File: src/rtl/btn_pkg.sv
// Shared constants, per-channel output bundle and counter sizing for the button debouncer.
// Latency: n/a (package only).
// Backpressure: n/a (package only).
package btn_pkg;

    localparam int CLK_HZ            = 125_000_000;
    localparam int DEBOUNCE_MS       = 10;
    localparam int DB_CYCLES_DEFAULT = (CLK_HZ / 1000) * DEBOUNCE_MS;

    // One debounced channel's registered outputs.
    // The release field is named rel because "release" is a reserved word.
    typedef struct packed {
        logic level;
        logic press;
        logic rel;
        logic toggle;
    } btn_ch_t;

    // Smallest counter width that can hold db_cycles, so that 2**width > db_cycles.
    function automatic int cnt_width(input int db_cycles);
        return $clog2(db_cycles + 1);
    endfunction

endpackage

File: src/rtl/btn_debounce_if.sv
// Button bundle: raw pins in, debounced level, press/release pulses and toggle latch out.
// Latency: n/a (wiring only).
// Backpressure: none; every output is a free-running registered level or a single-cycle pulse.
//
// Ports:
//   btn          raw asynchronous pins, 1 = pressed
//   btn_level    debounced stable level
//   btn_press    one-cycle pulse on an accepted 0->1 transition
//   btn_release  one-cycle pulse on an accepted 1->0 transition
//   btn_toggle   latch that flips on every accepted press
//
// Modports: master is the board/consumer side, slave is the debouncer.
interface btn_debounce_if #(
    parameter int N_BTN = 4
);

    logic [N_BTN-1:0] btn;
    logic [N_BTN-1:0] btn_level;
    logic [N_BTN-1:0] btn_press;
    logic [N_BTN-1:0] btn_release;
    logic [N_BTN-1:0] btn_toggle;

    modport master (
        output btn,
        input  btn_level,
        input  btn_press,
        input  btn_release,
        input  btn_toggle
    );

    modport slave (
        input  btn,
        output btn_level,
        output btn_press,
        output btn_release,
        output btn_toggle
    );

endinterface

File: src/rtl/btn_debounce_ch.sv
// Debounces one button: synchroniser chain, qualification counter, level, press/release pulses and toggle.
// Latency: pin to level is SYNC_STAGES + DB_CYCLES cycles, plus one cycle of sampling uncertainty.
// Backpressure: none; the pulses last exactly one cycle and are never held.
//
// Ports:
//   sysclk  fabric clock
//   rst     synchronous, active-high reset
//   btn     raw asynchronous pin
//   ch_out  registered level, press, release and toggle
module btn_debounce_ch
    import btn_pkg::*;
#(
    parameter int DB_CYCLES   = DB_CYCLES_DEFAULT,
    parameter int CNT_W       = cnt_width(DB_CYCLES),
    parameter int SYNC_STAGES = 2
) (
    input  logic    sysclk,
    input  logic    rst,
    input  logic    btn,
    output btn_ch_t ch_out
);

    localparam logic [CNT_W-1:0] DB_LAST = CNT_W'(DB_CYCLES - 1);

    logic [SYNC_STAGES-1:0] sync_q;
    logic                   s;
    logic [CNT_W-1:0]       cnt_q;
    logic                   level_q;
    logic                   press_q;
    logic                   rel_q;
    logic                   toggle_q;

    // Plain shift chain. Stage 0 may go metastable; only the last stage is used.
    always_ff @(posedge sysclk) begin
        if (rst) begin
            sync_q <= '0;
        end else begin
            sync_q <= {sync_q[SYNC_STAGES-2:0], btn};
        end
    end

    assign s = sync_q[SYNC_STAGES-1];

    // The counter only runs while s disagrees with the accepted level. Any return
    // to agreement clears it, so a bounce train gets no partial credit. The
    // counter tops out at DB_LAST, so it never wraps.
    always_ff @(posedge sysclk) begin
        if (rst) begin
            cnt_q    <= '0;
            level_q  <= 1'b0;
            press_q  <= 1'b0;
            rel_q    <= 1'b0;
            toggle_q <= 1'b0;
        end else begin
            press_q <= 1'b0;
            rel_q   <= 1'b0;
            if (s == level_q) begin
                cnt_q <= '0;
            end else if (cnt_q == DB_LAST) begin
                // Accept the change. The pulse and toggle land on the same edge as the level.
                cnt_q    <= '0;
                level_q  <= s;
                press_q  <= s;
                rel_q    <= ~s;
                toggle_q <= toggle_q ^ s;
            end else begin
                cnt_q <= cnt_q + CNT_W'(1);
            end
        end
    end

    assign ch_out.level  = level_q;
    assign ch_out.press  = press_q;
    assign ch_out.rel    = rel_q;
    assign ch_out.toggle = toggle_q;

endmodule

File: src/rtl/btn_debounce.sv
// Debounces N_BTN independent push-buttons into clean levels, press/release pulses and press-toggled latches.
// Latency: pin to level is SYNC_STAGES + DB_CYCLES cycles (+1 sampling uncertainty); pulses coincide with the level change.
// Backpressure: none; outputs are registered and the pulses are single-cycle.
//
// Ports:
//   sysclk  125 MHz fabric clock
//   rst     synchronous, active-high reset
//   bus     btn_debounce_if slave: btn in; btn_level, btn_press, btn_release, btn_toggle out
module btn_debounce
    import btn_pkg::*;
#(
    parameter int N_BTN       = 4,
    parameter int DB_CYCLES   = DB_CYCLES_DEFAULT,
    parameter int CNT_W       = cnt_width(DB_CYCLES),
    parameter int SYNC_STAGES = 2
) (
    input logic            sysclk,
    input logic            rst,
    btn_debounce_if.slave  bus
);

    // Reject parameter sets that would wrap the counter or weaken the synchroniser.
    if (DB_CYCLES < 1) begin : g_bad_db
        $error("btn_debounce: DB_CYCLES must be at least 1");
    end
    if ((64'd1 << CNT_W) <= 64'(DB_CYCLES)) begin : g_bad_cnt_w
        $error("btn_debounce: CNT_W too small, need 2**CNT_W > DB_CYCLES");
    end
    if (SYNC_STAGES < 2) begin : g_bad_sync
        $error("btn_debounce: SYNC_STAGES must be at least 2");
    end

    btn_ch_t ch_out [N_BTN];

    for (genvar i = 0; i < N_BTN; i++) begin : g_ch
        btn_debounce_ch #(
            .DB_CYCLES   (DB_CYCLES),
            .CNT_W       (CNT_W),
            .SYNC_STAGES (SYNC_STAGES)
        ) u_ch (
            .sysclk (sysclk),
            .rst    (rst),
            .btn    (bus.btn[i]),
            .ch_out (ch_out[i])
        );

        assign bus.btn_level[i]   = ch_out[i].level;
        assign bus.btn_press[i]   = ch_out[i].press;
        assign bus.btn_release[i] = ch_out[i].rel;
        assign bus.btn_toggle[i]  = ch_out[i].toggle;
    end

endmodule

File: src/flat_wrapper.sv
// flat-port wrapper written by rule: the top's interface ports become plain ports
module btn_debounce_flat import btn_pkg::*;
#(
    parameter int N_BTN       = 4,
    parameter int DB_CYCLES   = DB_CYCLES_DEFAULT,
    parameter int CNT_W       = cnt_width(DB_CYCLES),
    parameter int SYNC_STAGES = 2
)
  (sysclk, rst, bus_btn, bus_btn_level, bus_btn_press, bus_btn_release, bus_btn_toggle);
  btn_debounce_if #(.N_BTN(N_BTN)) bus_i ();
  input logic sysclk;
  input logic rst;
  input wire logic [$bits(bus_i.btn)-1:0] bus_btn;
  output wire logic [$bits(bus_i.btn_level)-1:0] bus_btn_level;
  output wire logic [$bits(bus_i.btn_press)-1:0] bus_btn_press;
  output wire logic [$bits(bus_i.btn_release)-1:0] bus_btn_release;
  output wire logic [$bits(bus_i.btn_toggle)-1:0] bus_btn_toggle;
  assign bus_i.btn = bus_btn;
  assign bus_btn_level = bus_i.btn_level;
  assign bus_btn_press = bus_i.btn_press;
  assign bus_btn_release = bus_i.btn_release;
  assign bus_btn_toggle = bus_i.btn_toggle;
  btn_debounce #(.N_BTN(N_BTN), .DB_CYCLES(DB_CYCLES), .CNT_W(CNT_W), .SYNC_STAGES(SYNC_STAGES)) u_core (.sysclk(sysclk), .rst(rst), .bus(bus_i));
endmodule
File: config.mk
export PLATFORM = sky130hd
export DESIGN_NAME = btn_debounce_flat
export DESIGN_NICKNAME = d
export VERILOG_FILES = /design/src/rtl/btn_pkg.sv /design/src/rtl/btn_debounce_if.sv /design/src/rtl/btn_debounce_ch.sv /design/src/rtl/btn_debounce.sv /design/src/flat_wrapper.sv
export SDC_FILE = /design/constraint.sdc
export NUM_CORES = 1
export LEC_CHECK = 0
export ABC_CLOCK_PERIOD_IN_PS = 1980
export CAP_MARGIN = 30
export CORE_AREA = 2 2 125 139
export CTS_CLUSTER_DIAMETER = 120
export CTS_CLUSTER_SIZE = 28
export DETAILED_ROUTE_END_ITERATION = 12
export DIE_AREA = 0 0 127 141
export PLACE_DENSITY = 0.47
export SYNTH_ARGS = -nofsm -noshare
export SYNTH_HDL_FRONTEND = slang
export SYNTH_HIERARCHICAL = 1
export SYNTH_SLANG_ARGS = --single-unit
File: constraint.sdc
create_clock -name sysclk -period 1.98 [get_ports sysclk]
set_input_delay 0.594 -clock sysclk [delete_from_list [all_inputs] [get_ports sysclk]]
set_output_delay 0.594 -clock sysclk [all_outputs]
set_load 0.01 [all_outputs]
==> impl_metrics.ini, run 1 <==
[outcome]
status = completed

[global_routing]
grt_max_degree = 19
grt_use_total_pct = 12.7
gr-total-overflow = 0
antenna_found_initial = 0
grt_pass1_vias = 3842
top_usage_layer = met2
grt_pass1_wl_um = 18500
use_met1_pct = 16.9
grt_util_met3_pct = 2.54
met2_usage_pct = 19.6

[critical_path]
path_class = flip-flop to output port
cp-start-kind = flip-flop
worst_ep_arrival_time_ps = 1320
end_kind = output port
required_ps = 1390
cp_cell_sequence = clkdlybuf4s50_1
critPathTopFamily = buffers and inverters
crit_fanout = 4
slowest_stage = clkdlybuf4s50_1
crit_path_max_incr_delay_ps = 560
critPathBufInv = 1

[die]
start_util_pct = 29.4
die_area_mm2 = 0.0179
core_mm2 = 0.0166
die-height_um = 141
io_pins = 22
die_w_um = 127
rows = 50

[layout]
diodes = 0
final_nets = 598
multiInputGateArea_mm2 = 0.00257
postLayoutCellArea_mm2 = 0.00576
layoutNonFillerInstCount = 801
area_delta_synth_final_pct = 17.7
final_layout_size_suffix_gt1_share_pct = 12.3
finalCoreUtilization_pct = 34.6
fill_cells = 1754
final_cell_mix = dfxtp_1 (107), nor2_1 (72), xnor2_1 (48), nand3_1 (32)
final_common_cell = dfxtp_1
seq_area_mm2 = 0.00216

[yosys]
async_reset_ff_share_pct = 0
ys_warn_count = 6
synth_ff_type = dfxtp_1
netlist_instances = 552
avgSynthCellArea_um2 = 8.86
syn_nets = 562
synth_edf_count = 0
syn_area_mm2 = 0.00489
ys_types = 31
synth-seq-area-share_pct = 44.2
ys_seq_elements = 108

[placement]
port_buffers = 21
dpl.hpwl_um = 7600
postPlaceCellArea_mm2 = 0.00540
placedCellCount = 784
place_ws_ps = -0.765
place.gp.congestion = 0.816

[clocking]
cts_buffers = 9
cts_root_buf = clkbuf_16
clk_path_buf_depth = 2
clk_latency_ps = 360
cts_tree = done
cts_sinks = 108
cts.clk_slew.worst_paths_ps = 80
h-tree-depth = 3

[route]
postRouteWirelength_um = 10700
first_iter_violations = 146
dr.pass1.iters = 5
drc = 0
wl_per_cell_um = 13.3
routed_via_density = 4.91
num_vias = 3929
postRouteAntennaNets = 0

[sta]
clock.fmax_mhz = 523
fin_skew_ps = 10.3
maxSlewHeadroom_pct = 75.5
period_needed_ps = 1910
drv_slew = 0
fin_ws_ps = 67.1
period_share_pct = 96.6
setup_tns_ps = 0
finalSetupViolCount = 0
whs_ps = 437
hold_viol = 0
rsz0062_at_grt = yes
worstMarginPinSlew_ps = 364

[pwr]
finalPower_mw = 4.13
peakVddDrop_mv = 0.415
powerDensity_mw_per_mm2 = 718
power.leakage_nw = 1.67

[flow_run]
cap_violations = 0

[worst_hold_path]
hp-class = flip-flop to flip-flop
## cells in the mapped netlist (all sizes together) (12+ instances only)
| library cell | count | area share, % |
|---|---|---|
| o21ai | 28 | 2.9 |
| nor2b | 12 | 1.5 |
| xnor2 | 48 | 8.6 |
| nand3 | 32 | 3.3 |
| buf | 24 | 3.3 |
| nand4 | 24 | 3.1 |
| nor2 | 72 | 5.5 |
| a21oi | 24 | 2.5 |
| nand4b | 16 | 2.9 |
| and3 | 16 | 2.1 |
| nor4 | 16 | 2.0 |
| nand2b | 12 | 1.5 |
| dfxtp | 108 | 44 |
| nand2 | 16 | 1.2 |
| nor3 | 32 | 3.3 |
## flip-flops by register name (all words and copies together) (netlist names)
signal / cells
u_core/g_ch.u_ch/sync_q: 8
u_core/g_ch.u_ch/cnt_q: 84
u_core/g_ch.u_ch/toggle_q: 4
u_core/g_ch.u_ch/press_q: 4
u_core/g_ch.u_ch/level_q: 4
u_core/g_ch.u_ch/rel_q: 4
## cells by family (layout without fill, tap and decap cells)
kind of cell / count (synthesis) / after routing / share of synthesized area [%]
AND/OR/NAND/NOR: 288 / 288 / 33.5
flip-flops: 108 / 108 / 44.2
AO/OA/AOI/OAI: 64 / 64 / 7.37
XOR/XNOR: 56 / 56 / 10.0
buffers and inverters: 32 / 73 / 3.89
adder cells (fa/ha/maj): 4 / 4 / 1.02
## final cells by class
type                    count  share of cell area, %
clock inverters             6                   1.26
well taps                 208                   4.52
flip-flops and latches    108                   37.6
inverters                   8                  0.522
clock buffers              10                   4.15
repair buffers             49                   7.30
multi-input cells         412                   44.7
## power by group
group / total, mW / switching, mW / leakage [nW] / internal, mW
Combinational: 0.0680 / 0.0345 / 0.639 / 0.0336
Sequential: 2.18 / 0.00423 / 0.872 / 2.18
Clock: 1.88 / 0.850 / 0.155 / 1.03
## what timing repair did
item                                    in CTS  in global routing
hold buffers                                 0                  0
buffers inserted                             0                  1
endpoints found under the setup margin       0                 26
gates resized for setup                      0                  9
## path summary, 6_finish.rpt
path	start	to	slack, ps	cells past startpoint
worst max register to register	u_core/g_ch[0].u_ch/cnt_q[1]$_SDFF_PP0_	u_core/g_ch[0].u_ch/toggle_q$_SDFFE_PP0P_	100	5
worst min-delay path	u_core/g_ch[0].u_ch/sync_q[0]$_SDFF_PP0_	u_core/g_ch[0].u_ch/sync_q[1]$_SDFF_PP0_	440	1
worst max-delay path	u_core/g_ch[3].u_ch/level_q$_SDFFE_PP0P_	bus_btn_level[3]	70	1
worst min register to register	u_core/g_ch[0].u_ch/sync_q[0]$_SDFF_PP0_	u_core/g_ch[0].u_ch/sync_q[1]$_SDFF_PP0_	440	1
## routing by layer
metal  wire [um]  part of all wire [%]
met5           0                     0
met4         206                   1.9
met3         330                   3.1
met2        4750                    44
met1        5410                    51
Note: power is estimated with default switching activity, not from simulation.
==> inputs of run 2 (changes only) <==
DONT_BUFFER_PORTS = 1   (was not set)
PLACE_DENSITY = not set   (was 0.47)
TNS_END_PERCENT = 100   (was not set)
==> run 2 against run 1 <==
Effect of this change: global-route usage down 0.85 points; flip-flop and latch count stayed put; count of clock-buffer cells in the layout is 1 lower; sequential share of layout area rose by 2.3 points; via count shrank 1.8%; register-to-register slack better by 70 ps; final area down 5.9%.
==> impl_metrics.ini, run 2 (synthesis gave the netlist of run 1 again) <==
[outcome]
status = completed

[critical_path]
cp-start-kind = flip-flop
end_kind = flip-flop
cp_cell_sequence = ha_1 > and3_2 > nand4_1 > or4_1 > a21oi_1
crit_fanout = 5
path_class = flip-flop to flip-flop
crit_path_max_incr_delay_ps = 550
required_ps = 2260
worst_ep_arrival_time_ps = 2090
slowest_stage = or4_1

[sta]
drv_slew = 0
clock.fmax_mhz = 551
worstMarginPinSlew_ps = 600
rsz0062_at_grt = no
finalSetupViolCount = 0
setup_tns_ps = 0
period_needed_ps = 1810
fin_skew_ps = 9.61
maxSlewHeadroom_pct = 59.7
period_share_pct = 91.6
hold_viol = 0

[route]
drc = 0
wl_per_cell_um = 13.4
met1_length_um = 4930
dr.pass1.iters = 5
top_layer = met4
num_vias = 3858
routed_via_density = 5.09
first_iter_violations = 339
postRouteAntennaNets = 0
wl_met2_um = 4740
postRouteWirelength_um = 10200
wl_met3_um = 332

[clocking]
cts_root_buf = clkbuf_16
cts.clk_slew.worst_paths_ps = 70
clk_latency_ps = 350
clk_path_buf_depth = 2
h-tree-depth = 3
cts_sinks = 108
holdBufCountCts = 0
cts_tree = done
cts_buffers = 9

[placement]
dpl.hpwl_um = 7180
place.gp.congestion = 0.834
placedCellCount = 742
port_buffers = 0

[worst_hold_path]
hp-class = primary input to flip-flop

[pwr]
peakVddDrop_mv = 0.536
finalPower_mw = 4.17
powerDensity_mw_per_mm2 = 770
power.leakage_nw = 1.52

[layout]
diodes = 0
area_delta_synth_final_pct = 10.7
layoutNonFillerInstCount = 758
final_common_cell = dfxtp_1
final_layout_size_suffix_gt1_share_pct = 7.82
seq_area_mm2 = 0.00216
reg.largest.list = u_core/g_ch.u_ch/cnt_q: 84 flops, u_core/g_ch.u_ch/sync_q: 8 flops
finalCoreUtilization_pct = 32.5
largest-register = u_core/g_ch.u_ch/cnt_q
final_nets = 555
largest_reg_flops = 84
fill_cells = 1694
multiInputGateArea_mm2 = 0.00254
final_cell_mix = dfxtp_1 (108), nor2_1 (72), xnor2_1 (48), nand3_1 (32), nor3_1 (31)

[global_routing]
grt_pass1_vias = 3803
grt_max_degree = 33
grt_use_total_pct = 11.8
antenna_found_initial = 0
grt_pass1_wl_um = 17400
gr-total-overflow = 0

[die]
core_mm2 = 0.0166
die-height_um = 141
die_area_mm2 = 0.0179
start_util_pct = 29.4
rows = 50
io_pins = 22
die_w_um = 127

[flow_run]
cap_violations = 0
-- run 2: cell type report --
class                           instances  area share, %
Sequential cell                       108           39.9
Clock inverter                          7           1.83
Inverter                                8          0.555
Clock buffer                            9           4.16
Multi-Input combinational cell        412           47.0
Tap cell                              208           4.81
Timing Repair Buffer                    6           1.76
-- run 2: layer usage --
layer,track usage (%),vias to the layer above
li1,-,1948
met1,14.6,1835
met2,19.1,67
met3,3.26,8
met4,5.73,0
met5,0,-
-- run 2: worst max-delay path, delay by kind of cell, from the launching register on --
kind	cells	cell delay, ps
DFF	1	400
adders and majority gates	1	220
and+or+nand+nor	3	980
AOI/OAI and AO/OA	1	150
-- run 2: final timing paths --
path	start	endpoint	slack, ps	depth (start not counted)
max	u_core/g_ch[3].u_ch/cnt_q[0]$_SDFF_PP0_	u_core/g_ch[3].u_ch/toggle_q$_SDFFE_PP0P_	170	5
min	rst	u_core/g_ch[0].u_ch/toggle_q$_SDFFE_PP0P_	310	1
max reg2reg	u_core/g_ch[3].u_ch/cnt_q[0]$_SDFF_PP0_	u_core/g_ch[3].u_ch/toggle_q$_SDFFE_PP0P_	170	5
min reg2reg	u_core/g_ch[1].u_ch/sync_q[0]$_SDFF_PP0_	u_core/g_ch[1].u_ch/sync_q[1]$_SDFF_PP0_	450	1
-- run 2: metrics by stage --
step | instance area, um2 | worst slack [ps] | hold slack [ps]
floorplan | 4890 | 349 | 414
global placement | 5080 | 244 | 431
detailed placement | 5080 | 186 | 442
CTS | 5410 | 175 | 293
global route | 5410 | 10.1 | 291
finish | 5410 | 165 | 310
-- run 2: power breakdown --
| group | leakage, nW | total [mW] | switching, mW | internal [mW] |
|---|---|---|---|---|
| Sequential | 0.871 | 2.19 | 0.00708 | 2.18 |
| Combinational | 0.489 | 0.0392 | 0.0210 | 0.0182 |
| Clock | 0.156 | 1.94 | 0.824 | 1.12 |
-- run 2: repair_timing --
action / CTS / global route
resized for setup: 0 / 1
hold endpoints to repair: 0 / 0
buffers inserted: 0 / 0
setup endpoints to repair: 0 / 1
==> inputs of run 3 (changes only) <==
CORE_AREA = 2 2 109 121   (was 2 2 125 139)
DIE_AREA = 0 0 111 123   (was 0 0 127 141)
PLACE_DENSITY = 0.56   (was not set)
==> run 3 against run 2 <==
Effect of this change: critical path depth stayed put; register-to-register slack hardly changed; critical endpoint is now u_core/g_ch[1].u_ch/toggle_q$_SDFFE_PP0P_; highest routed layer unchanged; core utilization is 11 points higher; die area is 24% lower; global-route usage is 3.5 points higher; flip-flop and latch count stayed put; fmax is 0.74% lower; worst setup slack worse by 13 ps; sequential share of layout area is 0.32 points higher; final cell count is 5.8% lower.
==> impl_metrics.ini, run 3 (synthesis gave the netlist of run 1 again) <==
[global_routing]
grt_pass1_wl_um = 17200
antenna_found_initial = 0
grt_use_total_pct = 15.4
grt_pass1_vias = 3740
gr-total-overflow = 0
grt_max_degree = 33

[route]
dr.pass1.iters = 4
wl_met3_um = 293
routed_via_density = 5.37
postRouteWirelength_um = 10100
drc = 0
wl_met2_um = 4790
first_iter_violations = 153
wl_per_cell_um = 14.1
num_vias = 3836
met1_length_um = 4870
top_layer = met4
postRouteAntennaNets = 0

[sta]
hold_viol = 0
whs_ps = 319
rsz0062_at_grt = no
setup_tns_ps = 0
finalSetupViolCount = 0
period_needed_ps = 1830
fin_skew_ps = 6.57
drv_slew = 0
maxSlewHeadroom_pct = 75.6
worstMarginPinSlew_ps = 362
clock.fmax_mhz = 547
period_share_pct = 92.3

[critical_path]
required_ps = 2250
worst_ep_arrival_time_ps = 2100
r2r_end = u_core/g_ch[1].u_ch/toggle_q$_SDFFE_PP0P_
reg2reg_from = u_core/g_ch[1].u_ch/cnt_q[1]$_SDFF_PP0_
crit_end = u_core/g_ch[1].u_ch/toggle_q$_SDFFE_PP0P_
worstRegToRegCells = 5
r2r_slack_ps = 150
crit_fanout = 5
crit_start = u_core/g_ch[1].u_ch/cnt_q[1]$_SDFF_PP0_
path_class = flip-flop to flip-flop
cp-start-kind = flip-flop
end_kind = flip-flop

[die]
io_pins = 22
die_area_mm2 = 0.0137
start_util_pct = 39.3
die-height_um = 123
die_w_um = 111
rows = 43
core_mm2 = 0.0124

[flow_run]
cap_violations = 0

[layout]
reg.largest.list = u_core/g_ch.u_ch/cnt_q: 84 flops, u_core/g_ch.u_ch/sync_q: 8 flops
final_common_cell = dfxtp_1
final_layout_size_suffix_gt1_share_pct = 9.16
final_nets = 563
largest-register = u_core/g_ch.u_ch/cnt_q
area_delta_synth_final_pct = 9.90
diodes = 0
largest_reg_flops = 84
final_cell_mix = dfxtp_1 (107), nor2_1 (72), xnor2_1 (48), nor3_1 (32), nand3_1 (32)

[clocking]
cts_buffers = 9
cts.clk_slew.worst_paths_ps = 70
clk_path_buf_depth = 2
h-tree-depth = 3
clk_latency_ps = 340
cts_tree = done
holdBufCountCts = 0
cts_sinks = 108
cts_root_buf = clkbuf_16

[pwr]
pwr-share-seq_pct = 54.0
finalPower_mw = 4.05
peakVddDrop_mv = 0.466
swShare_pct = 19.1
internal_power_mw = 3.28
p_clk_share_pct = 45.1
combPwrFrac_pct = 1.0
power.leakage_nw = 1.54
p_switching_mw = 0.776
powerDensity_mw_per_mm2 = 755

[outcome]
status = completed

[worst_hold_path]
min_path_cells = 1
hp-class = primary input to flip-flop

[placement]
place.gp.congestion = 0.859
port_buffers = 0
dpl.hpwl_um = 7190
[run 3: per-layer routing]
metal / up-vias / global-route usage (%)
met5: - / 0
met4: 0 / 5.23
met3: 9 / 3.48
met2: 53 / 26.6
met1: 1808 / 19.1
li1: 1966 / -
[run 3: metrics by stage]
stage	setup WS, ps	utilization (%)	cell area [um2]	std cells
finish	152	43.2	5370	714
global route	3.78	43.2	5370	714
CTS	96.5	43.1	5350	713
detailed placement	113	40.6	5050	698
global placement	195	40.6	5050	698
floorplan	349	-	4890	552
[run 3: how the worst min path moves through the flow]
stage          slack (ps)                                     start                                        end
6_report              320                                       rst  u_core/g_ch[0].u_ch/toggle_q$_SDFFE_PP0P_
5_1_grt               310                                       rst  u_core/g_ch[0].u_ch/toggle_q$_SDFFE_PP0P_
4_1_cts               310                                       rst  u_core/g_ch[0].u_ch/toggle_q$_SDFFE_PP0P_
3_5_place_dp          430  u_core/g_ch[2].u_ch/sync_q[0]$_SDFF_PP0_   u_core/g_ch[2].u_ch/sync_q[1]$_SDFF_PP0_
3_3_place_gp          430  u_core/g_ch[0].u_ch/sync_q[0]$_SDFF_PP0_   u_core/g_ch[0].u_ch/sync_q[1]$_SDFF_PP0_
2_1_floorplan         410  u_core/g_ch[0].u_ch/sync_q[0]$_SDFF_PP0_   u_core/g_ch[0].u_ch/sync_q[1]$_SDFF_PP0_
[run 3: cell type report]
type                    count  area [um2]
clock buffers              14         274
clock inverters             1        30.0
fillers                  1217        7050
inverters                   8        30.0
multi-input cells         412        2550
flip-flops and latches    108        2160
well taps                 157         196
repair buffers             14         130
[run 3: critical path, stage by stage, from the launching register on]
cell and delay, ps:
dfxtp_1 370, ha_1 210, and3_2 240, nand4_1 230, or4_1 560, a21oi_1 140
[run 3: power groups by stage]
stage	sequential (mW)	clock (mW)	combinational [mW]
3_5_place_dp	2.24	0	0.0392
2_1_floorplan	2.24	0	0.0260
3_3_place_gp	2.24	0	0.0387
5_1_grt	2.19	1.99	0.0438
6_report	2.19	1.83	0.0390
4_1_cts	2.19	1.89	0.0393
[run 3: what timing repair did]
action / CTS / global route
gates resized for setup: 0 / 5
endpoints found under the setup margin: 0 / 34
setup buffers: 0 / 1
